## config.mk

```make
export PLATFORM = sky130hd
export DESIGN_NAME = spi_scheduler_flat
export DESIGN_NICKNAME = d
export VERILOG_FILES = /design/src/rtl/spi_scheduler_pkg.sv /design/src/rtl/spi_scheduler_if.sv /design/src/rtl/spi_scheduler_rr_arbiter.sv /design/src/rtl/spi_scheduler.sv /design/src/flat_wrapper.sv
export SDC_FILE = /design/constraint.sdc
export NUM_CORES = 1
export LEC_CHECK = 0
export ABC_AREA = 1
export CORE_UTILIZATION = 36
export DETAILED_ROUTE_END_ITERATION = 10
export GPL_TIMING_DRIVEN = 0
export HOLD_SLACK_MARGIN = 0.12
export PLACE_DENSITY = 0.8
export SLEW_MARGIN = 15
export SYNTH_ARGS = -nofsm -noshare
export SYNTH_HDL_FRONTEND = slang
export SYNTH_SLANG_ARGS = --single-unit
```

## constraint.sdc

```tcl
create_clock -name clk -period 1.35 [get_ports clk]
set_input_delay 0.2025 -clock clk [delete_from_list [all_inputs] [get_ports clk]]
set_output_delay 0.2025 -clock clk [all_outputs]
set_load 0.02 [all_outputs]
```

## src/rtl/spi_scheduler_pkg.sv

```systemverilog
`default_nettype none
// ============================================================================
// Module   : spi_scheduler_pkg
// Brief    : Shared SPI master map, bus widths and scheduler state encodings.
// Revision : 1.0 - initial release
// ============================================================================
package spi_scheduler_pkg;

  localparam int SPI_DATA_W = 8;
  localparam int SPI_ADDR_W = 4;

  localparam logic [SPI_ADDR_W-1:0] SPI_TX    = 4'h1;
  localparam logic [SPI_ADDR_W-1:0] SPI_START = 4'h2;
  localparam logic [SPI_ADDR_W-1:0] SPI_RX    = 4'h3;

  typedef logic [2:0] state_t;

  localparam state_t ST_IDLE    = 3'd0;
  localparam state_t ST_LOAD_TX = 3'd1;
  localparam state_t ST_START   = 3'd2;
  localparam state_t ST_WAIT    = 3'd3;
  localparam state_t ST_READ    = 3'd4;
  localparam state_t ST_DONE    = 3'd5;

  // Wide enough for the largest supported requester count (8).
  function automatic logic [7:0] idx_to_onehot(input int idx);
    return 8'b1 << idx;
  endfunction

endpackage
`default_nettype wire

```

## src/rtl/spi_scheduler_if.sv

```systemverilog
`default_nettype none
// ============================================================================
// Module   : spi_scheduler_if
// Brief    : Requester handshake plus SPI master control bus of the scheduler.
// Revision : 1.0 - initial release
// ============================================================================
interface spi_scheduler_if import spi_scheduler_pkg::*; #(
  parameter int N_REQ = 4
);

  logic [N_REQ-1:0]            req;
  logic [N_REQ*SPI_DATA_W-1:0] req_tx;
  logic [N_REQ-1:0]            done;
  logic [SPI_DATA_W-1:0]       rdata;
  logic                        err;
  logic                        busy;

  logic [SPI_DATA_W-1:0]       spi_data_in;
  logic [SPI_ADDR_W-1:0]       spi_address;
  logic                        spi_we;
  logic                        spi_sel;
  logic [SPI_DATA_W-1:0]       spi_data_out;
  logic                        spi_interrupt;

  modport master (
    input  req, req_tx, spi_data_out, spi_interrupt,
    output done, rdata, err, busy, spi_data_in, spi_address, spi_we, spi_sel
  );

  modport slave (
    output req, req_tx, spi_data_out, spi_interrupt,
    input  done, rdata, err, busy, spi_data_in, spi_address, spi_we, spi_sel
  );

endinterface
`default_nettype wire

```

## src/rtl/spi_scheduler_rr_arbiter.sv

```systemverilog
`default_nettype none
// ============================================================================
// Module   : spi_rr_arbiter
// Brief    : Combinational round-robin search starting after last_grant.
// Revision : 1.0 - initial release
// ============================================================================
module spi_rr_arbiter #(
  parameter int N_REQ = 4
) (
  input  logic [N_REQ-1:0]         req,
  input  logic [$clog2(N_REQ)-1:0] last_grant,
  output logic [$clog2(N_REQ)-1:0] grant_idx,
  output logic                     any_req
);

  localparam int IDX_W = $clog2(N_REQ);

  logic [IDX_W-1:0] cand;

  // Walk offsets from farthest to nearest so the nearest hit is written last.
  always_comb begin
    grant_idx = '0;
    any_req   = 1'b0;
    cand      = '0;
    for (int off = N_REQ; off >= 1; off--) begin
      cand = IDX_W'((int'(last_grant) + off) % N_REQ);
      if (req[cand]) begin
        grant_idx = cand;
        any_req   = 1'b1;
      end
    end
  end

endmodule
`default_nettype wire

```

## src/rtl/spi_scheduler.sv

```systemverilog
`default_nettype none
// ============================================================================
// Module   : spi_scheduler
// Brief    : Round-robin scheduler sharing one SPI master among N_REQ clients.
// Macro    : SPI_SCHEDULER_TIMEOUT_EN adds a WAIT watchdog of TIMEOUT_CYC.
// Revision : 1.0 - initial release
// ============================================================================
module spi_scheduler import spi_scheduler_pkg::*; #(
  parameter int N_REQ       = 4,
  parameter int TIMEOUT_CYC = 4096
) (
  input  logic            clk,
  input  logic            rst,
  spi_scheduler_if.master bus
);

  localparam int IDX_W = $clog2(N_REQ);

  state_t                state_q, state_d;
  logic [IDX_W-1:0]      winner_q, winner_d;
  logic [IDX_W-1:0]      last_grant_q, last_grant_d;
  logic [SPI_DATA_W-1:0] rdata_q, rdata_d;
  logic                  err_q, err_d;
  logic [IDX_W-1:0]      grant_idx;
  logic                  any_req;
  logic                  timeout_hit;

  logic                  spi_sel, spi_we;
  logic [SPI_ADDR_W-1:0] spi_address;
  logic [SPI_DATA_W-1:0] spi_data_in;
  logic [N_REQ-1:0]      done;

  spi_rr_arbiter #(
    .N_REQ (N_REQ)
  ) u_arb (
    .req        (bus.req),
    .last_grant (last_grant_q),
    .grant_idx  (grant_idx),
    .any_req    (any_req)
  );

`ifdef SPI_SCHEDULER_TIMEOUT_EN
  localparam int CNT_W = $clog2(TIMEOUT_CYC);

  logic [CNT_W-1:0] tmo_cnt_q, tmo_cnt_d;

  always_comb begin
    tmo_cnt_d = '0;
    if (state_q == ST_WAIT && !bus.spi_interrupt) begin
      tmo_cnt_d = tmo_cnt_q + 1'b1;
    end
  end

  always_ff @(posedge clk) begin
    if (rst) tmo_cnt_q <= '0;
    else     tmo_cnt_q <= tmo_cnt_d;
  end

  assign timeout_hit = (tmo_cnt_q == CNT_W'(TIMEOUT_CYC - 1));
`else
  // Watchdog compiled out: the limit never matches.
  assign timeout_hit = (TIMEOUT_CYC < 0);
`endif

  always_ff @(posedge clk) begin
    if (rst) state_q <= ST_IDLE;
    else     state_q <= state_d;
  end

  always_ff @(posedge clk) begin
    if (rst) begin
      winner_q     <= '0;
      last_grant_q <= IDX_W'(N_REQ - 1);
      rdata_q      <= '0;
      err_q        <= 1'b0;
    end else begin
      winner_q     <= winner_d;
      last_grant_q <= last_grant_d;
      rdata_q      <= rdata_d;
      err_q        <= err_d;
    end
  end

  always_comb begin
    state_d      = state_q;
    winner_d     = winner_q;
    last_grant_d = last_grant_q;
    rdata_d      = rdata_q;
    err_d        = err_q;
    case (state_q)
      ST_IDLE: begin
        if (any_req) begin
          winner_d = grant_idx;
          state_d  = ST_LOAD_TX;
        end
      end
      ST_LOAD_TX: state_d = ST_START;
      ST_START:   state_d = ST_WAIT;
      ST_WAIT: begin
        // Interrupt wins over a same-cycle watchdog expiry.
        if (bus.spi_interrupt) begin
          state_d = ST_READ;
        end else if (timeout_hit) begin
          state_d = ST_DONE;
          err_d   = 1'b1;
          rdata_d = '0;
        end
      end
      ST_READ: begin
        rdata_d = bus.spi_data_out;
        err_d   = 1'b0;
        state_d = ST_DONE;
      end
      ST_DONE: begin
        last_grant_d = winner_q;
        state_d      = ST_IDLE;
      end
      default: state_d = ST_IDLE;
    endcase
  end

  // Outputs are forced idle while rst is high so an aborted state cannot write.
  always_comb begin
    spi_sel     = 1'b0;
    spi_we      = 1'b0;
    spi_address = '0;
    spi_data_in = '0;
    done        = '0;
    if (!rst) begin
      case (state_q)
        ST_LOAD_TX: begin
          spi_sel     = 1'b1;
          spi_we      = 1'b1;
          spi_address = SPI_TX;
          spi_data_in = bus.req_tx[int'(winner_q)*SPI_DATA_W +: SPI_DATA_W];
        end
        ST_START: begin
          spi_sel     = 1'b1;
          spi_we      = 1'b1;
          spi_address = SPI_START;
        end
        ST_READ: begin
          spi_sel     = 1'b1;
          spi_address = SPI_RX;
        end
        ST_DONE: done = N_REQ'(idx_to_onehot(int'(winner_q)));
        default: ;
      endcase
    end
  end

  assign bus.spi_sel     = spi_sel;
  assign bus.spi_we      = spi_we;
  assign bus.spi_address = spi_address;
  assign bus.spi_data_in = spi_data_in;
  assign bus.done        = done;
  assign bus.rdata       = rdata_q;
  assign bus.err         = err_q;
  assign bus.busy        = (state_q != ST_IDLE);

endmodule
`default_nettype wire

```

## src/flat_wrapper.sv

```systemverilog
// flat-port wrapper written by rule: the top's interface ports become plain ports
module spi_scheduler_flat import spi_scheduler_pkg::*;
#(
  parameter int N_REQ       = 4,
  parameter int TIMEOUT_CYC = 4096
)
  (clk, rst, bus_req, bus_req_tx, bus_spi_data_out, bus_spi_interrupt, bus_done, bus_rdata, bus_err, bus_busy, bus_spi_data_in, bus_spi_address, bus_spi_we, bus_spi_sel);
  spi_scheduler_if #(.N_REQ(N_REQ)) bus_i ();
  input  logic clk;
  input  logic rst;
  input wire logic [$bits(bus_i.req)-1:0] bus_req;
  input wire logic [$bits(bus_i.req_tx)-1:0] bus_req_tx;
  input wire logic [$bits(bus_i.spi_data_out)-1:0] bus_spi_data_out;
  input wire logic [$bits(bus_i.spi_interrupt)-1:0] bus_spi_interrupt;
  output wire logic [$bits(bus_i.done)-1:0] bus_done;
  output wire logic [$bits(bus_i.rdata)-1:0] bus_rdata;
  output wire logic [$bits(bus_i.err)-1:0] bus_err;
  output wire logic [$bits(bus_i.busy)-1:0] bus_busy;
  output wire logic [$bits(bus_i.spi_data_in)-1:0] bus_spi_data_in;
  output wire logic [$bits(bus_i.spi_address)-1:0] bus_spi_address;
  output wire logic [$bits(bus_i.spi_we)-1:0] bus_spi_we;
  output wire logic [$bits(bus_i.spi_sel)-1:0] bus_spi_sel;
  assign bus_i.req = bus_req;
  assign bus_i.req_tx = bus_req_tx;
  assign bus_i.spi_data_out = bus_spi_data_out;
  assign bus_i.spi_interrupt = bus_spi_interrupt;
  assign bus_done = bus_i.done;
  assign bus_rdata = bus_i.rdata;
  assign bus_err = bus_i.err;
  assign bus_busy = bus_i.busy;
  assign bus_spi_data_in = bus_i.spi_data_in;
  assign bus_spi_address = bus_i.spi_address;
  assign bus_spi_we = bus_i.spi_we;
  assign bus_spi_sel = bus_i.spi_sel;
  spi_scheduler #(.N_REQ(N_REQ), .TIMEOUT_CYC(TIMEOUT_CYC)) u_core (.clk(clk), .rst(rst), .bus(bus_i));
endmodule
```

# == Word-level counts from Yosys, hierarchy flattened ==
# Cells that the tools add are included.
# word_totals
regBits,15
wordCells,56
# classes
add_sub_neg,4
magnitude_cmp,4
n_eq_ne,7
n_shift,2
muxes,29
n_reduce_logical,6
# op_table
op,n
indexed part select 32 x 6 -> 8 bit,1
two-way mux 8 bit,2
one-hot mux 3 bit (5 select lines),1
< comparator 2 x 3 -> 1 bit (second input constant),4
two-way mux 1 bit,12
two-way mux 4 bit,3
binary-select mux 1 bit (select 2 bit),4
two-way mux 2 bit,4
equality test 3 x 2 -> 1 bit (second input constant),2
equality test 3 bit (second input constant),2
two-way mux 3 bit,2
one-hot mux 2 bit (3 select lines),1
adder 2 x 1 -> 2 bit (second input constant),2
adder 2 bit (second input constant),2
AND reduction 2 bit,2
<< shifter 1 x 2 -> 4 bit (first input constant),1
equality test 3 x 1 -> 1 bit (second input constant),1
logical NOT 3 bit,1
nonzero test 3 bit,1
OR reduction 3 bit,1
inequality test 2 x 1 -> 1 bit (second input constant),1
inequality test 2 bit (second input constant),1
OR reduction 2 bit,1

# == Longest topological paths before layout ==
# Gate-level depths: netlist of the first run.
# depth
depth_word,9
depth_mapped,12

# == Hierarchy ==
# A second synthesis of the first run with hierarchy kept.
# hier_totals
cells_unflattened,222
area_unflattened_um2,1231.2
# by_module_without_submodules
module,n_inst,cells_per_inst,area_per_inst_um2,seq_area_each_um2
spi_scheduler,1,173,1004.7,300.3
spi_rr_arbiter,1,49,226.5,0.0

# == Worst setup path before layout of the first run ==
# OpenSTA, ideal clock, no wires.
# synth_timing
path_kind,reg2out
from,register u_core.state_q[2]
to,output port bus_spi_address[0]
arrival_ps,1339
setup_slack_ps,-192
path_stages_with_launch,6
n_path_buf,1
cell_sequence,dfxtp_1 inv_1 nor2_4 inv_1 buf_2 o21ai_0
# synth_via
elab_chain_len,3
elab_cells_between_ends,5
cone_classes,eq/ne: 3; mux: 2
# synth_rtl
element,line,source
from (decl),spi_scheduler.sv:19,"state_t state_q, state_d;"
from (signal assigned),spi_scheduler.sv:67,else state_q <= state_d;
equality test 3 bit (tied with other cells),spi_scheduler.sv:130,case (state_q)
one-hot mux 2 bit (3 select lines) *,spi_scheduler.sv:130,
two-way mux 4 bit *,spi_scheduler.sv:129,if (!rst) begin
to (decl),flat_wrapper.sv:20,output wire logic [$bits(bus_i.spi_address)-1:0] bus_spi_address;
# Every way passes the cells marked *; elsewhere a longest branch is shown, timed or not.

# == Worst setup path after layout of the first run ==
# layout_timing
from,register u_core.winner_q[0]
to,output port bus_spi_data_in[1]
# layout_via
elab_chain_len,3
# layout_rtl
element,line,source
from (decl),spi_scheduler.sv:20,"logic [IDX_W-1:0] winner_q, winner_d;"
from (signal assigned),spi_scheduler.sv:77,winner_q <= winner_d;
indexed part select 32 x 6 -> 8 bit,spi_scheduler.sv:135,spi_data_in = bus.req_tx[int'(winner_q)*SPI_DATA_W +: SPI_DATA_W];
two-way mux 8 bit,spi_scheduler.sv:130,
two-way mux 8 bit,spi_scheduler.sv:129,
to (decl),flat_wrapper.sv:19,output wire logic [$bits(bus_i.spi_data_in)-1:0] bus_spi_data_in;
# Every way passes these cells.

==> impl_metrics.env, run 1 <==
export IMPL_switching_share_pct=38.3
export IMPL_drt_wl_total_mm=4.47
export IMPL_fin_nets=343
export IMPL_synth_top_family_by_area="simple AND/OR/NAND/NOR gates"
export IMPL_critPathArrivalTime_ns=1.49
export IMPL_io_pins=75
export IMPL_end_kind="primary output"
export IMPL_skew_ns=0.00437
export IMPL_synthSimpleGateAreaFrac_pct=40.1
export IMPL_violations="setup timing"
export IMPL_row_count=20
export IMPL_nFillCells=245
export IMPL_clock_path_buffers=2
export IMPL_report_final_setup_viol=19
export IMPL_grt_start_max_net_pins=11
export IMPL_syn_area_per_cell_um2=5.77
export IMPL_cellLeakagePower_uw=0.00106
export IMPL_grt_pass1_vias=1438
export IMPL_seqPwrFrac_pct=29.7
export IMPL_cts_tree="built"
export IMPL_final_setup_tns_ns=-3.80
export IMPL_netSwitchingPower_uw=656
export IMPL_dr_wl_met2_mm=2.26
export IMPL_numCtsBuffers=3
export IMPL_cts_root_buf="clkbuf_4"
export IMPL_utilization_pct=75.1
export IMPL_synthCells=202
export IMPL_die_area_mm2=0.00347
export IMPL_dr_pass1_iters=4
export IMPL_num_vias=1661
export IMPL_drc=0
export IMPL_rsz0062_at_grt="true"
export IMPL_synth_compound_area_share_pct=21.4
export IMPL_io_buffer_count=71
export IMPL_cts_sinks=15
export IMPL_ys_seq_area_share_pct=25.8
export IMPL_synthDistinctLibCells=27
export IMPL_min_path_type="register to register"
export IMPL_grt_use_total_pct=23.0
export IMPL_coreArea_mm2=0.00305
export IMPL_first_iter_violations=65
export IMPL_cts_reportedPaths_clkPinSlew_ns=0.09
export IMPL_critPathLaunchType="register"
export IMPL_total_power_uw=1710
export IMPL_yosys_area_share_adder_pct=0
export IMPL_fin_ws_ns=-0.347
export IMPL_grt_pass1_wl_mm=6.19
export IMPL_fin_crit_ns=1.70
export IMPL_route_met3_wl_um=191
export IMPL_synth_area_mux_share_pct=0
export IMPL_cp_required_ns=1.15
export IMPL_internal_power_uw=1060
export IMPL_die_h_um=58.9
export IMPL_antenna_found_initial=0
export IMPL_synthXorXnorAreaFrac_pct=0
export IMPL_fmax_mhz=589
export IMPL_regArea_um2=312
export IMPL_areaGrowthSynthToFinish_pct=96.6
export IMPL_timing_final_hold_violations=0
export IMPL_htreeDepth=1
export IMPL_p_per_area_mw_per_mm2=747
export IMPL_multi_input_area_um2=861
export IMPL_drive_gt1_share_pct=34.2
export IMPL_maxUsedRoutingLayer="met4"
export IMPL_power_frac_clock_pct=14.8
export IMPL_m1WireLength_mm=1.86
export IMPL_post_place_ws_ns=-1.03
export IMPL_initial_core_util_pct=38.2
export IMPL_period_share_pct=126
export IMPL_irDropWorstVdd_v=0.000715
export IMPL_synth_warnings=0
export IMPL_status="complete, but fails checks"
export IMPL_path_class="register to primary output"
export IMPL_wl_per_cell_um=13.2
export IMPL_postLayoutCellArea_mm2=0.00229
export IMPL_viasPerCell=4.90
export IMPL_gp_congestion=0.831
export IMPL_hpwl_mm=2.73
export IMPL_antenna_cells=0
export IMPL_cap_violations=0
export IMPL_drv_slew=0
export IMPL_ant_nets=0
export IMPL_die_w_um=58.9
export IMPL_ys_ff_latch=15
export IMPL_grt_overflow=0
export IMPL_pwr_share_comb_pct=55.5
export IMPL_clk_latency_ns=0.28
export IMPL_placed_cell_area_mm2=0.00197
export IMPL_mappedNetlistArea_mm2=0.00117
export IMPL_crit_path_max_fanout=5
==> layout make-up <==
type / instances / area share (%)
repair buffers: 88 / 37.2
multi-input cells: 158 / 37.6
clock buffers: 4 / 1.15
inverters: 20 / 4.04
plain buffers: 10 / 4.09
well taps: 44 / 2.40
flip-flops and latches: 15 / 13.6
==> worst max-delay path: stages, from the launching register on <==
cell and delay, ns:
dfxtp_2 0.35, buf_6 0.14, buf_12 0.11, nor2_1 0.04, nor2_1 0.12, o21ai_1 0.11
a21oi_2 0.20, buf_6 0.15
==> state kept, by name, indices dropped and copies added (netlist names) <==
register / cells
u_core.state_q: 3
u_core.winner_q: 2
u_core.bus.rdata: 8
u_core.last_grant_q: 2
==> layout by cell type, fill, tap and decap left out, drive strengths merged <==
cell type      instances
a21oi                 13
a31oi                  1
and2                   1
buf                   40
clkbuf                 8
clkdlybuf4s50         46
clkinv                 1
clkinvlp               1
conb                   3
dfxtp                 15
dlygate4sd2            8
inv                   18
nand2                 32
nand3                  9
nand3b                 1
nand4                  1
nor2                  62
nor3                   4
o211ai                 3
o21ai                 28
==> cells in the mapped netlist <==
library cell / number / area share [%]
a21oi_1: 12 / 5.2
a21oi_4: 1 / 1.4
a31oi_1: 1 / 0.54
and2_4: 1 / 0.75
buf_2: 4 / 1.7
buf_4: 3 / 1.9
buf_6: 1 / 0.97
clkbuf_1: 3 / 0.97
clkinv_1: 1 / 0.32
conb_1: 1 / 0.32
dfxtp_1: 15 / 26
inv_1: 17 / 5.5
inv_2: 1 / 0.32
inv_6: 1 / 0.75
nand2_1: 29 / 9.3
nand2_2: 3 / 1.6
nand3_1: 9 / 3.9
nand3b_1: 1 / 0.64
nand4_1: 1 / 0.54
nor2_1: 58 / 19
nor2_2: 2 / 1.1
nor2_4: 2 / 1.9
nor3_1: 4 / 1.7
o211ai_1: 3 / 1.9
o21ai_0: 26 / 11
o21ai_1: 1 / 0.43
o21ai_2: 1 / 0.75
==> power by group through the flow <==
stage          logic, uW  clock network (uW)  registers (uW)
2_1_floorplan        406                   0             517
3_3_place_gp         711                   0             506
3_5_place_dp         717                   0             506
4_1_cts              815                 255             500
5_1_grt             1020                 281             514
6_report             951                 253             509
==> per-layer routing <==
layer	vias to the layer above	GRT usage, %
li1	829	-
met1	741	30.1
met2	67	39.0
met3	24	3.74
met4	0	6.12
met5	-	0
==> final timing paths <==
| kind | slack [ns] | cells past startpoint | endpoint | start |
|---|---|---|---|---|
| hold reg to reg | 0.50 | 2 | u_core.bus.rdata[7]$_SDFFE_PP0N_ | u_core.bus.rdata[7]$_SDFFE_PP0N_ |
| hold / removal | 0.50 | 2 | u_core.bus.rdata[7]$_SDFFE_PP0N_ | u_core.bus.rdata[7]$_SDFFE_PP0N_ |
| setup reg to reg | -0.01 | 8 | u_core.bus.rdata[0]$_SDFFE_PP0N_ | u_core.state_q[0]$_SDFFE_PP0P_ |
| setup / recovery | -0.35 | 7 | bus_spi_data_in[1] | u_core.winner_q[0]$_SDFFE_PP0P_ |
==> repair_timing <==
item / 4_1_cts / 5_1_grt
hold buffers: 0 / 0
endpoints found under the setup margin: 25 / 19
setup buffers: 10 / 6
cloned: 0 / 1
gates resized for setup: 134 / 44
pin swaps: 9 / 12
hold endpoints to repair: 0 / 0
==> kinds of logic after synthesis <==
| group | after synthesis |
|---|---|
| flops | 15 |
| other cells | 1 |
| buf+inv | 31 |
| simple gates | 110 |
| compound gates | 45 |
==> per-stage QoR <==
stage                     std cells  hold WS (ns)
after floorplan                 204         0.337
after global placement          319         0.494
after detailed placement        319         0.507
after CTS                       332         0.499
after global routing            339         0.487
final                           339         0.502
Note: power is estimated with default switching activity, not from simulation.
==> run 2: changes to the inputs <==
Settings changed: ABC_CLOCK_PERIOD_IN_PS set to 1350, RECOVER_POWER set to 100.
==> run 2 against run 1 <==
  * The flow still finishes with violations (setup timing)
  * Via count is 0.36% lower
  * Highest routed layer unchanged
  * Sequential share of layout area is 0.067 points higher
  * Largest power group unchanged
  * Largest cell class unchanged
  * Wire length is 0.27% lower
  * Global-route usage stayed put
  * Count of clock-buffer cells in the layout stayed put
  * Critical path depth stayed put
==> impl_metrics.env, run 2 (same netlist as run 1, synthesis figures left out) <==
export IMPL_antenna_found_initial=0
export IMPL_rsz0062_at_grt="true"
export IMPL_clk_latency_ns=0.28
export IMPL_wl_per_cell_um=13.2
export IMPL_fin_crit_ns=1.67
export IMPL_cts_root_buf="clkbuf_4"
export IMPL_io_pins=75
export IMPL_netSwitchingPower_uw=655
export IMPL_hpwl_mm=2.73
export IMPL_die_area_mm2=0.00347
export IMPL_internal_power_uw=1050
export IMPL_p_per_area_mw_per_mm2=749
export IMPL_die_w_um=58.9
export IMPL_cellLeakagePower_uw=0.00105
export IMPL_end_kind="primary output"
export IMPL_final_common_cell="nor2_1"
export IMPL_crit_chain="buf_6, buf_8, nor2_1, nor2_1, o21ai_1, a21oi_2, buf_6"
export IMPL_crit_slowest_cell="dfxtp_2"
export IMPL_die_h_um=58.9
export IMPL_first_iter_violations=65
export IMPL_path_class="register to primary output"
export IMPL_io_buffer_count=71
export IMPL_drive_gt1_share_pct=33.9
export IMPL_report_final_setup_viol=16
export IMPL_final_cell_mix="nor2_1 (48), clkdlybuf4s50_1 (46), buf_4 (26)"
export IMPL_irDropWorstVdd_v=0.000715
export IMPL_critPathTopFamily="buffers and inverters"
export IMPL_viasPerCell=4.88
export IMPL_pwr_share_comb_pct=55.4
export IMPL_cts_sinks=15
export IMPL_critPathArrivalTime_ns=1.47
export IMPL_gp_congestion=0.831
export IMPL_power_frac_clock_pct=14.8
export IMPL_skew_ns=0.00418
export IMPL_fmax_mhz=600
export IMPL_htreeDepth=1
export IMPL_cts_hold_buf=0
export IMPL_grt_pass1_vias=1438
export IMPL_dr_pass1_iters=4
export IMPL_switching_share_pct=38.3
export IMPL_num_vias=1655
export IMPL_coreArea_mm2=0.00305
export IMPL_drv_slew=0
export IMPL_grt_pass1_wl_mm=6.19
export IMPL_cts_tree="built"
export IMPL_antenna_cells=0
export IMPL_violations="setup timing"
export IMPL_period_share_pct=124
export IMPL_numCtsBuffers=3
export IMPL_grt_start_max_net_pins=11
export IMPL_timing_final_hold_violations=0
export IMPL_status="complete, but fails checks"
export IMPL_largest_reg_flops=8
export IMPL_critPathMaxStageDelay_ns=0.35
export IMPL_clock_path_buffers=2
export IMPL_drc=0
export IMPL_utilization_pct=74.7
export IMPL_cap_violations=0
export IMPL_grt_overflow=0
export IMPL_fin_nets=343
export IMPL_seqPwrFrac_pct=29.8
export IMPL_holdWs_ns=0.502
export IMPL_crit_path_max_fanout=5
export IMPL_path_buf_inv=3
export IMPL_min_path_type="input port to register"
export IMPL_row_count=20
export IMPL_cts_reportedPaths_clkPinSlew_ns=0.09
export IMPL_grt_use_total_pct=23.0
export IMPL_initial_core_util_pct=38.2
export IMPL_ant_nets=0
export IMPL_areaGrowthSynthToFinish_pct=95.6
export IMPL_fin_ws_ns=-0.318
export IMPL_cp_required_ns=1.15
export IMPL_drt_wl_total_mm=4.46
export IMPL_critPathLaunchType="register"
## run 2: changes by cell type in the layout (fill, tap and decap cells not counted)
| cell | previous run | this run |
|---|---|---|
| buf_8 | 2 | 1 |
| clkbuf_1 | 2 | 3 |
## run 2: repair_timing
| item | 4_1_cts | 5_1_grt |
|---|---|---|
| gates resized for setup | 134 | 44 |
| gates cloned | 0 | 1 |
| setup buffers | 10 | 6 |
| endpoints found under the setup margin | 25 | 19 |
| pin swaps | 9 | 12 |
## run 2: worst min-delay path, delay by kind of cell
family	cells	cell delay (ns)
buffers and inverters	1	0.39
and+or+nand+nor	2	0.15
## run 2: metal layers
metal  vias up  global-route usage [%]  share of wire [%]
met3        20                    3.74                4.6
met5         -                       0                  0
met2        64                    39.0                 50
li1        829                       -                  -
met4         0                    6.12                3.3
met1       742                    30.1                 42
## run 2: worst paths after layout
path,from,end,slack (ns),cells after the start
max,u_core.winner_q[0]$_SDFFE_PP0P_,bus_spi_data_in[1],-0.32,7
min,bus_spi_data_out[7],u_core.bus.rdata[7]$_SDFFE_PP0N_,0.50,3
max reg2reg,u_core.state_q[0]$_SDFFE_PP0P_,u_core.bus.rdata[0]$_SDFFE_PP0N_,0.02,8
min reg2reg,u_core.bus.rdata[7]$_SDFFE_PP0N_,u_core.bus.rdata[7]$_SDFFE_PP0N_,0.50,2
## run 2: power by group through the flow
stage	logic (uW)	registers (uW)	clock network (uW)
floorplan	406	517	0
global placement	711	506	0
detailed placement	717	506	0
CTS	815	500	255
global route	1020	514	281
finish	946	509	253
## run 2: layout make-up
| type | count | area (um^2) |
|---|---|---|
| sequential | 15 | 312 |
| fill | 249 | 772 |
| tap | 44 | 55.1 |
| buffer | 10 | 90.1 |
| multi-input combinational | 158 | 861 |
| inverter | 20 | 92.6 |
| clock buffer | 4 | 26.3 |
| timing repair buffer | 88 | 845 |
## run 2: through the flow
step / setup slack [ns] / instance area, um^2 / cells / TNS (ns) / power [uW]
6_report: -0.318 / 2280 / 339 / -3.70 / 1710
5_1_grt: -0.384 / 2280 / 339 / -5.19 / 1810
4_1_cts: -0.225 / 2100 / 332 / -3.21 / 1570
3_5_place_dp: -1.03 / 1970 / 319 / -14.02 / 1220
3_3_place_gp: -1.01 / 1970 / 319 / -13.80 / 1220
2_1_floorplan: -0.118 / 1200 / 204 / -0.662 / 923
==> run 3: changes to the inputs <==
Settings changed: REMOVE_ABC_BUFFERS set to 1.
==> run 3 against run 2 <==
  * The flow still finishes with violations (setup timing)
  * Final cell count increased by 2.4%
  * Flip-flop and latch count is the same
  * Register-to-register slack lost 0.07 ns
  * Via count grew 3.2%
  * Critical endpoint is now bus_spi_data_in[2]
==> impl_metrics.env, run 3 (same netlist as run 1, synthesis figures left out) <==
export IMPL_io_pins=75
export IMPL_postLayoutCellArea_mm2=0.00241
export IMPL_nFillCells=214
export IMPL_drt_wl_total_mm=4.59
export IMPL_period_share_pct=130
export IMPL_clk_latency_ns=0.29
export IMPL_regArea_um2=318
export IMPL_viasPerCell=4.92
export IMPL_end_kind="primary output"
export IMPL_num_vias=1708
export IMPL_irDropWorstVdd_v=0.000579
export IMPL_die_w_um=58.9
export IMPL_rsz0062_at_grt="true"
export IMPL_largest_reg_flops=8
export IMPL_grt_start_max_net_pins=14
export IMPL_route_met3_wl_um=294
export IMPL_die_area_mm2=0.00347
export IMPL_initial_core_util_pct=38.2
export IMPL_numCtsBuffers=3
export IMPL_fin_ws_ns=-0.402
export IMPL_crit_slowest_cell="dfxtp_4"
export IMPL_gp_congestion=0.858
export IMPL_grt_pass1_wl_mm=6.62
export IMPL_slew_limit_headroom_pct=58.4
export IMPL_row_count=20
export IMPL_status="complete, but fails checks"
export IMPL_timing_final_hold_violations=0
export IMPL_critPathMaxStageDelay_ns=0.40
export IMPL_cap_violations=0
export IMPL_dr_wl_met2_mm=2.43
export IMPL_violations="setup timing"
export IMPL_fmax_mhz=571
export IMPL_hpwl_mm=2.66
export IMPL_ant_nets=0
export IMPL_cts_tree="built"
export IMPL_skew_ns=0.00860
export IMPL_max_slew_worst_pin_slew_ns=0.624
export IMPL_die_h_um=58.9
export IMPL_antenna_cells=0
export IMPL_cts_sinks=15
export IMPL_utilization_pct=78.8
export IMPL_critPathLaunchType="register"
export IMPL_wl_per_cell_um=13.2
export IMPL_crit_chain="buf_4, buf_16, nor2_1, nor2_1, o21ai_1, a21oi_1, buf_4"
export IMPL_holdWs_ns=0.488
export IMPL_io_buffer_count=71
export IMPL_rr_worst_depth=8
export IMPL_grt_use_total_pct=24.6
export IMPL_placed_cell_area_mm2=0.00187
export IMPL_final_setup_tns_ns=-4.49
export IMPL_clock_path_buffers=2
export IMPL_multi_input_area_um2=881
export IMPL_crit_path_max_fanout=5
export IMPL_grt_overflow=0
export IMPL_dr_pass1_iters=4
export IMPL_cts_reportedPaths_clkPinSlew_ns=0.10
export IMPL_first_iter_violations=63
export IMPL_fin_nets=351
export IMPL_htreeDepth=1
export IMPL_final_common_cell="clkdlybuf4s50_1"
export IMPL_whs_path_depth=6
export IMPL_final_cell_mix="clkdlybuf4s50_1 (44), nor2_1 (42), buf_4 (33)"
export IMPL_drv_slew=0
export IMPL_maxUsedRoutingLayer="met4"
export IMPL_drive_gt1_share_pct=37.0
export IMPL_m1WireLength_mm=1.78
export IMPL_cellLeakagePower_uw=0.00113
export IMPL_critPathArrivalTime_ns=1.55
export IMPL_cts_root_buf="clkbuf_4"
export IMPL_fin_crit_ns=1.75
export IMPL_p_per_area_mw_per_mm2=751
export IMPL_areaGrowthSynthToFinish_pct=106
export IMPL_drc=0
export IMPL_cp_required_ns=1.15
export IMPL_grt_pass1_vias=1545
export IMPL_total_power_uw=1810
export IMPL_coreArea_mm2=0.00305
export IMPL_min_path_type="input port to register"
export IMPL_report_final_setup_viol=21
export IMPL_antenna_found_initial=0
export IMPL_path_class="register to primary output"
-- run 3: cell count changes in the layout (fill, tap and decap cells not counted), moves of 5 or more --
cell,previous run,this run
a21oi_1,5,10
a21oi_2,7,2
buf_4,26,33
buf_6,8,13
nor2_1,48,42
-- run 3: stage by stage --
step                cells  setup WS (ns)
global placement      308          -1.45
detailed placement    308          -1.42
global route          347         -0.480
floorplan             193         -0.299
finish                347         -0.402
CTS                   337         -0.303
-- run 3: critical path, delay by kind of cell, from the launching register on --
kind / cells / cell delay [ns]
AO/OA/AOI/OAI: 2 / 0.25
buffers and inverters: 3 / 0.43
flip-flops: 1 / 0.40
AND/OR/NAND/NOR: 2 / 0.16
-- run 3: timing repair --
item | in CTS | in global routing
pin swaps | 14 | 15
setup buffers | 24 | 10
gates cloned | 1 | 0
gates resized for setup | 156 | 40
hold buffers | 0 | 0
endpoints found under the setup margin | 28 | 27
-- run 3: worst paths after layout --
path                            slack [ns]                           startpoint                          endpoint
worst min-delay path                  0.49                           bus_req[2]    u_core.state_q[2]$_SDFFE_PP0P_
worst min register to register        0.52     u_core.bus.rdata[5]$_SDFFE_PP0N_  u_core.bus.rdata[5]$_SDFFE_PP0N_
worst max-delay path                 -0.40      u_core.winner_q[0]$_SDFFE_PP0P_                bus_spi_data_in[2]
worst max register to register       -0.05  u_core.last_grant_q[0]$_SDFFE_PP1N_   u_core.winner_q[0]$_SDFFE_PP0P_
-- run 3: cell type report --
cell class / instances / area share, %
Timing Repair Buffer: 106 / 43.0
Multi-Input combinational cell: 158 / 36.6
Sequential cell: 15 / 13.2
Inverter: 20 / 3.85
Tap cell: 44 / 2.29
Clock buffer: 4 / 1.09
-- run 3: power breakdown --
group	internal, uW	switching, uW	leakage (uW)
clock	115	155	0.0000150
sequential	479	42.3	0.000125
combinational	521	494	0.000994
total	1110	691	0.00113
-- run 3: layer usage --
metal	vias to the layer above	GRT usage, %
met5	-	0
met4	0	7.14
met3	13	3.74
met2	68	44.8
met1	781	29.6
li1	846	-
